$ cat config.mk
export PLATFORM = sky130hd
export DESIGN_NAME = axis_tlast_packetizer
export DESIGN_NICKNAME = d
export VERILOG_FILES = /design/src/rtl/axis_tlast_packetizer_pkg.sv /design/src/rtl/axis_tlast_packetizer_skid.sv /design/src/rtl/axis_tlast_packetizer.sv
export SDC_FILE = /design/constraint.sdc
export NUM_CORES = 1
export LEC_CHECK = 0
export ABC_AREA = 0
export ABC_CLOCK_PERIOD_IN_PS = 2450
export BUFFER_PORTS_ARGS = -buffer_cell sky130_fd_sc_hd__buf_4
export CAP_MARGIN = 20
export CORE_MARGIN = 1.5
export CORE_UTILIZATION = 50
export CTS_CLUSTER_DIAMETER = 120
export DETAILED_ROUTE_END_ITERATION = 16
export PLACE_DENSITY = 0.84
export SLEW_MARGIN = 0
export SYNTH_ARGS = -nofsm -noshare
export SYNTH_HDL_FRONTEND = slang
export SYNTH_SLANG_ARGS = --single-unit
export TNS_END_PERCENT = 10
$ cat constraint.sdc
create_clock -name clk -period 2.45 [get_ports clk]
set_input_delay 0 -clock clk [delete_from_list [all_inputs] [get_ports clk]]
set_output_delay 0 -clock clk [all_outputs]
set_load 0.005 [all_outputs]
$ cat src/rtl/axis_tlast_packetizer_pkg.sv
// axis_tlast_packetizer_pkg: shared types, constants and helpers for the tlast packetizer.
package axis_tlast_packetizer_pkg;

    localparam int PKT_CNT_W  = 32;
    localparam int NULL_KEEP  = 0;
    localparam int BEAT_BYTES = 4;

    typedef struct packed {
        logic [BEAT_BYTES*8-1:0] data;
        logic [BEAT_BYTES-1:0]   keep;
        logic                    last;
    } beat_t;

    typedef enum logic [1:0] {TO_RUN, TO_INJ, TO_WAIT} to_state_t;

    function automatic int clog2_beats(input int n);
        return $clog2(n + 1);
    endfunction

endpackage

$ cat src/rtl/axis_tlast_packetizer_skid.sv
// axis_skid_buffer: generic 2-entry register slice (output register plus skid register) with registered ready.
module axis_skid_buffer #(
    parameter int W = 8
) (
    input  logic         clk,
    input  logic         arstn,
    input  logic         in_valid,
    output logic         in_ready,
    input  logic [W-1:0] in_data,
    output logic         out_valid,
    input  logic         out_ready,
    output logic [W-1:0] out_data
);

    logic         skid_valid, skid_nxt, in_fire, load;
    logic [W-1:0] skid_data;

    assign in_fire  = in_valid & in_ready;
    assign load     = !out_valid || out_ready;
    assign skid_nxt = !load && (skid_valid || in_fire);

    // Output register refills from the skid first; the skid only catches a beat while the output is stalled.
    always_ff @(posedge clk or negedge arstn) begin
        if (!arstn) begin
            out_valid  <= 1'b0;
            out_data   <= '0;
            skid_valid <= 1'b0;
            skid_data  <= '0;
            in_ready   <= 1'b0;
        end else begin
            in_ready   <= !skid_nxt;
            skid_valid <= skid_nxt;
            if (load) begin
                out_valid <= skid_valid || in_fire;
                out_data  <= skid_valid ? skid_data : in_data;
            end
            if (!load && in_fire) skid_data <= in_data;
        end
    end

endmodule

$ cat src/rtl/axis_tlast_packetizer.sv
// axis_tlast_packetizer: frames an AXI-Stream into packets of at most MAX_BEATS beats behind a 2-entry skid buffer.
// Define AXIS_TLAST_PACKETIZER_TIMEOUT_EN to close an idle open packet with a null tlast beat after TIMEOUT_CYCLES.
module axis_tlast_packetizer
    import axis_tlast_packetizer_pkg::*;
#(
    parameter int TDATA_WIDTH_BYTES = 4,
    parameter int MAX_BEATS         = 256,
    parameter int TIMEOUT_CYCLES    = 1024
) (
    input  logic                           clk,
    input  logic                           arstn,
    input  logic                           s_tvalid,
    output logic                           s_tready,
    input  logic [TDATA_WIDTH_BYTES*8-1:0] s_tdata,
    input  logic [TDATA_WIDTH_BYTES-1:0]   s_tkeep,
    input  logic                           s_tlast,
    output logic                           m_tvalid,
    input  logic                           m_tready,
    output logic [TDATA_WIDTH_BYTES*8-1:0] m_tdata,
    output logic [TDATA_WIDTH_BYTES-1:0]   m_tkeep,
    output logic                           m_tlast,
    output logic [PKT_CNT_W-1:0]           pkt_count
);

    localparam int DW = TDATA_WIDTH_BYTES * 8;
    localparam int PW = DW + TDATA_WIDTH_BYTES + 1;
    localparam int CW = clog2_beats(MAX_BEATS);

    if (MAX_BEATS < 1 || MAX_BEATS > 65535 || TIMEOUT_CYCLES < 1) begin : g_param_check
        $error("axis_tlast_packetizer: illegal MAX_BEATS or TIMEOUT_CYCLES");
    end

    logic [CW-1:0] beat_cnt;
    logic [PW-1:0] in_payload, out_payload;
    logic          sb_ready, sb_valid, s_fire, m_fire, tlast_in, inj, hold, null_done;

    assign s_tready   = sb_ready & ~hold;
    assign s_fire     = s_tvalid & s_tready;
    assign m_fire     = m_tvalid & m_tready;
    assign tlast_in   = s_tlast | (beat_cnt == CW'(MAX_BEATS - 1));
    assign sb_valid   = inj | (s_tvalid & ~hold);
    assign in_payload = inj ? {{DW{1'b0}}, TDATA_WIDTH_BYTES'(NULL_KEEP), 1'b1}
                            : {s_tdata, s_tkeep, tlast_in};
    assign {m_tdata, m_tkeep, m_tlast} = out_payload;

    axis_skid_buffer #(.W(PW)) u_skid (
        .clk      (clk),
        .arstn    (arstn),
        .in_valid (sb_valid),
        .in_ready (sb_ready),
        .in_data  (in_payload),
        .out_valid(m_tvalid),
        .out_ready(m_tready),
        .out_data (out_payload)
    );

    // Beat position within the open packet; restarts after any beat that closes a packet.
    always_ff @(posedge clk or negedge arstn) begin
        if (!arstn) beat_cnt <= '0;
        else if (s_fire) beat_cnt <= tlast_in ? '0 : beat_cnt + 1'b1;
        else if (null_done) beat_cnt <= '0;
    end

    // Completed packets, counted where they leave the block.
    always_ff @(posedge clk or negedge arstn) begin
        if (!arstn) pkt_count <= '0;
        else if (m_fire && m_tlast) pkt_count <= pkt_count + 1'b1;
    end

`ifdef AXIS_TLAST_PACKETIZER_TIMEOUT_EN
    localparam int IW = $clog2(TIMEOUT_CYCLES + 1);

    to_state_t     state, state_nxt;
    logic [IW-1:0] idle_cnt;
    logic          idle, expire;

    assign idle   = (beat_cnt != '0) && !m_tvalid && (state == TO_RUN);
    assign expire = idle && !s_fire && (idle_cnt == IW'(TIMEOUT_CYCLES - 1));

    // Consecutive cycles an open packet has sat with an empty buffer.
    always_ff @(posedge clk or negedge arstn) begin
        if (!arstn) idle_cnt <= '0;
        else idle_cnt <= (idle && !s_fire) ? idle_cnt + 1'b1 : '0;
    end

    // Timeout state register.
    always_ff @(posedge clk or negedge arstn) begin
        if (!arstn) state <= TO_RUN;
        else state <= state_nxt;
    end

    // Inject one null beat on expiry and block the input until it has left the block.
    always_comb begin
        state_nxt = (state == TO_RUN) ? (expire ? TO_INJ : TO_RUN)
                  : (state == TO_INJ) ? (sb_ready ? TO_WAIT : TO_INJ)
                  : (m_fire ? TO_RUN : TO_WAIT);
        inj       = (state == TO_INJ);
        hold      = (state != TO_RUN);
        null_done = (state == TO_WAIT) && m_fire;
    end
`else
    assign inj       = 1'b0;
    assign hold      = 1'b0;
    assign null_done = 1'b0;
`endif

endmodule
* Yosys cells after proc, flatten, opt, wreduce, memory -nomap -nowiden
Index checks and enable logic that the tools add are counted.
Storage, ports and cells: register bits after elaboration 118, bits in latches 0, memories 0, input port bits 41, ROM bits 0, memory bits (writable) 0, logic and storage cells 23
Cells by class: bitwise logic cells 3, divide/modulo/power cells 0, reduce and logical (&&, ||, !) cells 8, $mul 0, $add $sub $neg 2, multiplexer cells 2, $lt $le $gt $ge 0, eq/ne operators 1, shift operators 0
Operators by type and width (count):
- two-way mux 37 bit | 1
- adder 32 x 1 -> 32 bit (second input constant) | 1
- adder 9 x 1 -> 9 bit (second input constant) | 1
- equality test 9 x 8 -> 1 bit (second input constant) | 1
- two-way mux 9 bit | 1
- logical AND 1 bit | 3
- logical NOT 1 bit | 3
- bitwise AND 1 bit | 2
- logical OR 1 bit | 2
- bitwise OR 1 bit | 1

* Logic depth before layout (Yosys ltp)
depth after elaboration 5, gate-level depth with buffers 8, gate-level depth less buffers 8

* By module
Synthesis repeated with hierarchy kept, for this count alone.
Unflattened totals: cell total of the unflattened synthesis 392, area, all modules 5442.7 µm²
By module, submodules not included:
- axis_skid_buffer | cells each 206, area an instance 3450.8 µm², instances 1
- axis_tlast_packetizer | cells each 186, area an instance 1991.9 µm², instances 1

* Worst setup path before layout
Ideal clock, no wire load.
path kind flip-flop to flip-flop, from register beat_cnt[0], to register beat_cnt[2], required time 2.367 ns, arrival time 1.736 ns, path slack 0.631 ns, cell stages (with the launch flop) 9, buffers on the path 0, path through dfrtp_1 > ha_1 > and3_1 > and3_1 > ha_1 > or2_2 > nor2_1 > nand2_1 > o21ai_0
Between the ends: cells in the longest elaborated chain, start to end 3, elaborated cells between the ends (all ways) 4, classes of those cells add/sub (1); eq/ne (1); mux (1); bitwise (1)
RTL lines:
- start: declaration | line axis_tlast_packetizer.sv:33 | logic [CW-1:0] beat_cnt;
- start signal: assignment | line axis_tlast_packetizer.sv:60 | else if (s_fire) beat_cnt <= tlast_in ? '0 : beat_cnt + 1'b1;
- branches (longest 2 deep; another with adder 9 x 1 -> 9 bit)
- two-way mux 9 bit * | line axis_tlast_packetizer.sv:60
Every way passes the cells marked *. A chain may end at the register's enable or synchronous reset.

* Worst setup path in the final report
Ends and elaborated chain as after synthesis.

==> summary.md <==
| Metric | Value |
|---|---|
| Power Density | `roughly 880 nW/um^2` |
| Seq cells post-synth | `118` |
| Clock sink count | `roughly 120` |
| Worst R2R End | `beat_cnt[2]` |
| Run status | `complete, no violations` |
| Final-layout fill cell count | `around 670` |
| Core Area | `9820 um^2` |
| Pre-CTS setup slack | `0.441 ns` |
| Worst setup startpoint | `beat_cnt[0]` |
| MaxCap Viol Count | `0` |
| VDD IR max | `roughly 0.6 mV` |
| Placed cell areas | `6070 um^2` |
| Register area | `between 2000 and 3000 um^2` |
| Largest net degree at the start of global routing | `between 90 and 100` |
| Worst-path clk slew | `around 0.06 ns` |
| Type of the worst setup path | `flop to flop` |
| Worst R2R Start | `beat_cnt[0]` |
| Multi-input logic area | `between 2000 and 2500 um^2` |
| Number of buffers created by CTS | `17` |
| Die area | `between 10,000 and 15,000 um^2` |
| Final WL | `12,200 um` |
| Slowest cell delay on critical path | `about 0.42 ns` |
| First-pass detailed-route iteration total | `4` |
| Post-synth net total | `approximately 470` |
| First-pass GRT wire length | `20,400 um` |
| Worst setup margin | `0.373 ns` |
| Number of global-route vias before repair | `around 4,100` |
| Final setup TNS | `0 ns` |
| Crit end category | `flop` |
| Root Driver | `clkbuf_8` |
| Crit path max fanout | `5` |
| RSZ-0062 raised after global routing | `false` |
| Nets | `630` |
| GRT Util Overall | `0.240` |
| Syn_area_per_cell | `about 12 um^2` |
| Initial antenna violation count | `0` |
| Synth area leaders | `dfrtp_1, mux2_2, mux2i_1, o21ai_0, nand2_1` |
| Leakage | `~3.4 nW` |
| I/O pin total | `~110` |
| Routed len/inst | `roughly 17 um` |
| Clock Path Buffers | `2` |
| CTS tree | `built` |
| Post-CTS Repair Setup Buffers | `0` |
| Worst Reg-to-Reg Cells | `8` |
| CP cell instances | `ha_1 > and3_1 > and3_1 > ha_1 > or2_2 > nor2_1 > nand2_1 > o21ai_0` |
| Seq/Total Area, Yosys | `0.580` |
| Overall die width | `~100 um` |
| Initial Util | `0.519` |
| Layout Cells excl Fill | `~730` |
| Slowest-stage cell, CP | `dfrtp_1` |
| 1st-iter DRT viols | `208` |
| Ant. Diodes | `0` |
| Die H | `104 um` |
| Setup crit start kind | `flop` |
| Final ANT Viol Nets | `0` |
| Min-Delay Path Class | `input pin to async pin` |
| Synth Warn # | `0` |
| Max Slew Vio Count | `0` |
| Cell Area, Synth | `between 5000 and 6000 um^2` |
| Worst reg2reg setup slack | `0.37 ns` |
| WP data arrival | `approximately 2.5 ns` |
| Synth top area share | `0.580` |
| Final setup fails | `0` |
| Rows | `36` |
| Crit path buffers/inverters | `0` |
| Residual DRC count | `0` |
| Post-synth cell types | `34` |
| Final Cell Area | `7180 um^2` |
| Final min period | `between 2 and 2.5 ns` |
| H-Tree Depth | `4` |
| Hold Fails Final Rpt | `0` |
| Max_slew headroom | `0.551` |
| Share of layout cells above drive strength 1 | `0.336` |
| Synthesis-to-finish area growth | `41.0%` |
| Grt ovf | `0` |
| DP HPWL | `~7300 um` |
| Clk_skew | `0.00774 ns` |
| Port-buffer cells | `between 100 and 150` |
| Synth Instances | `429` |
| Crit path max-delay family | `simple AND/OR/NAND/NOR gates` |
| Yosys top cell by area | `dfrtp_1` |
| Slew @ Worst Pin | `0.674 ns` |
| Placed Cells incl. Taps | `~660` |
| Fmax | `around 0.48 GHz` |
| Skew-Pair Late Insertion Delay | `~0.50 ns` |
| Tcrit/Tclk final | `0.848` |
| Crit path required time | `between 2 and 3 ns` |
| Final GP Congestion | `about 0.9` |
| Vias | `between 3,000 and 4,000` |
| Via density | `around 5.3` |
[synth_stat cells]
master	number
or4_4	1
nor2b_1	1
a21oi_1	2
and4_2	3
dfrtp_1	118
and4_1	2
nand2b_1	2
a22o_1	2
ha_1	3
xor2_1	20
or2_2	1
nand4_4	1
buf_6	2
nand4_1	6
mux2i_1	37
clkbuf_2	1
mux2_2	37
nand4_2	1
nor3_2	2
nor2_1	17
nor4_4	1
nor4_1	1
o21ai_0	43
inv_1	7
and2_1	2
nand3_2	1
nand2_1	55
nand3_1	11
xnor2_1	14
buf_2	7
and3_1	7
o22ai_1	1
clkbuf_1	11
nor3_1	9
[through the flow]
step,utilization,total power [W],hold slack (ns)
global placement,0.618,0.00341,-0.0905
floorplan,-,0.00298,-0.296
detailed placement,0.618,0.00347,-0.0900
finish,0.731,0.00633,0.0801
global route,0.731,0.00659,0.143
CTS,0.729,0.00634,0.113
[registers in the layout (all words and copies together), names as in the netlist]
name / flops
u_skid.out_valid: 1
beat_cnt: 9
u_skid.skid_valid: 1
u_skid.out_data: 37
pkt_count: 32
u_skid.in_ready: 1
u_skid.skid_data: 37
[logic make-up after synthesis]
logic type / share of synthesized area
AO/OA/AOI/OAI: 0.0489
AND/OR/NAND/NOR: 0.126
flip-flops: 0.580
buffers and inverters: 0.0255
multiplexers: 0.155
adder cells (fa/ha/maj): 0.00737
XOR/XNOR: 0.0585
[layout make-up]
class	instances	area share
sequential	118	0.411
multi-input combinational	283	0.281
timing repair buffer	159	0.186
clock buffer	18	0.0596
clock inverter	14	0.0343
tap	133	0.0232
inverter	7	0.00366
[what timing repair did]
item / CTS / global route
endpoints found under the hold margin: 201 / 0
hold buffers: 41 / 0
resized for setup: 0 / 0
[routing by layer]
| layer | routed length, um | vias up | GRT usage |
|---|---|---|---|
| met5 | 0 | - | 0 |
| met4 | 300 | 0 | 0.0923 |
| met3 | 506 | 23 | 0.0583 |
| met2 | 6450 | 132 | 0.418 |
| met1 | 4910 | 1930 | 0.287 |
| li1 | - | 1802 | - |
[power breakdown]
| part | internal [W] | switching, W | leakage [nW] |
|---|---|---|---|
| Clock | 0.00190 | 0.000908 | 0.319 |
| Combinational | 0.000573 | 0.000421 | 1.59 |
| Sequential | 0.00230 | 0.000239 | 1.46 |
[worst max path at each step]
stage	to	slack [ns]	cells after the start
after floorplan	beat_cnt[2]	0.63	8
after global placement	beat_cnt[2]	0.56	8
after detailed placement	beat_cnt[2]	0.44	8
after CTS	beat_cnt[2]	0.43	8
after global routing	beat_cnt[2]	0.26	8
final	beat_cnt[2]	0.37	8
[worst register-to-register path, cell delays in order (launching register included)]
cell,delay [ns]
dfrtp_1,0.42
ha_1,0.27
and3_1,0.20
and3_1,0.19
ha_1,0.18
or2_2,0.34
nor2_1,0.16
nand2_1,0.08
o21ai_0,0.16
[cell usage in the layout (no fill, tap or decap), drive strengths merged, types with 2 or more instances in the layout]
cell / n
nor3: 11
nand2: 55
xor2: 20
nand3: 12
dlygate4sd3: 41
nor4: 2
xnor2: 14
and4: 5
a21oi: 2
a22o: 2
clkinvlp: 3
mux2i: 37
inv: 10
and2: 2
clkinv: 2
mux2: 37
bufinv: 6
nor2: 17
ha: 3
nand2b: 2
o21ai: 43
nand4: 8
buf: 117
clkbuf: 19
dfrtp: 118
and3: 7
Note: power is estimated with default switching activity, not from simulation.
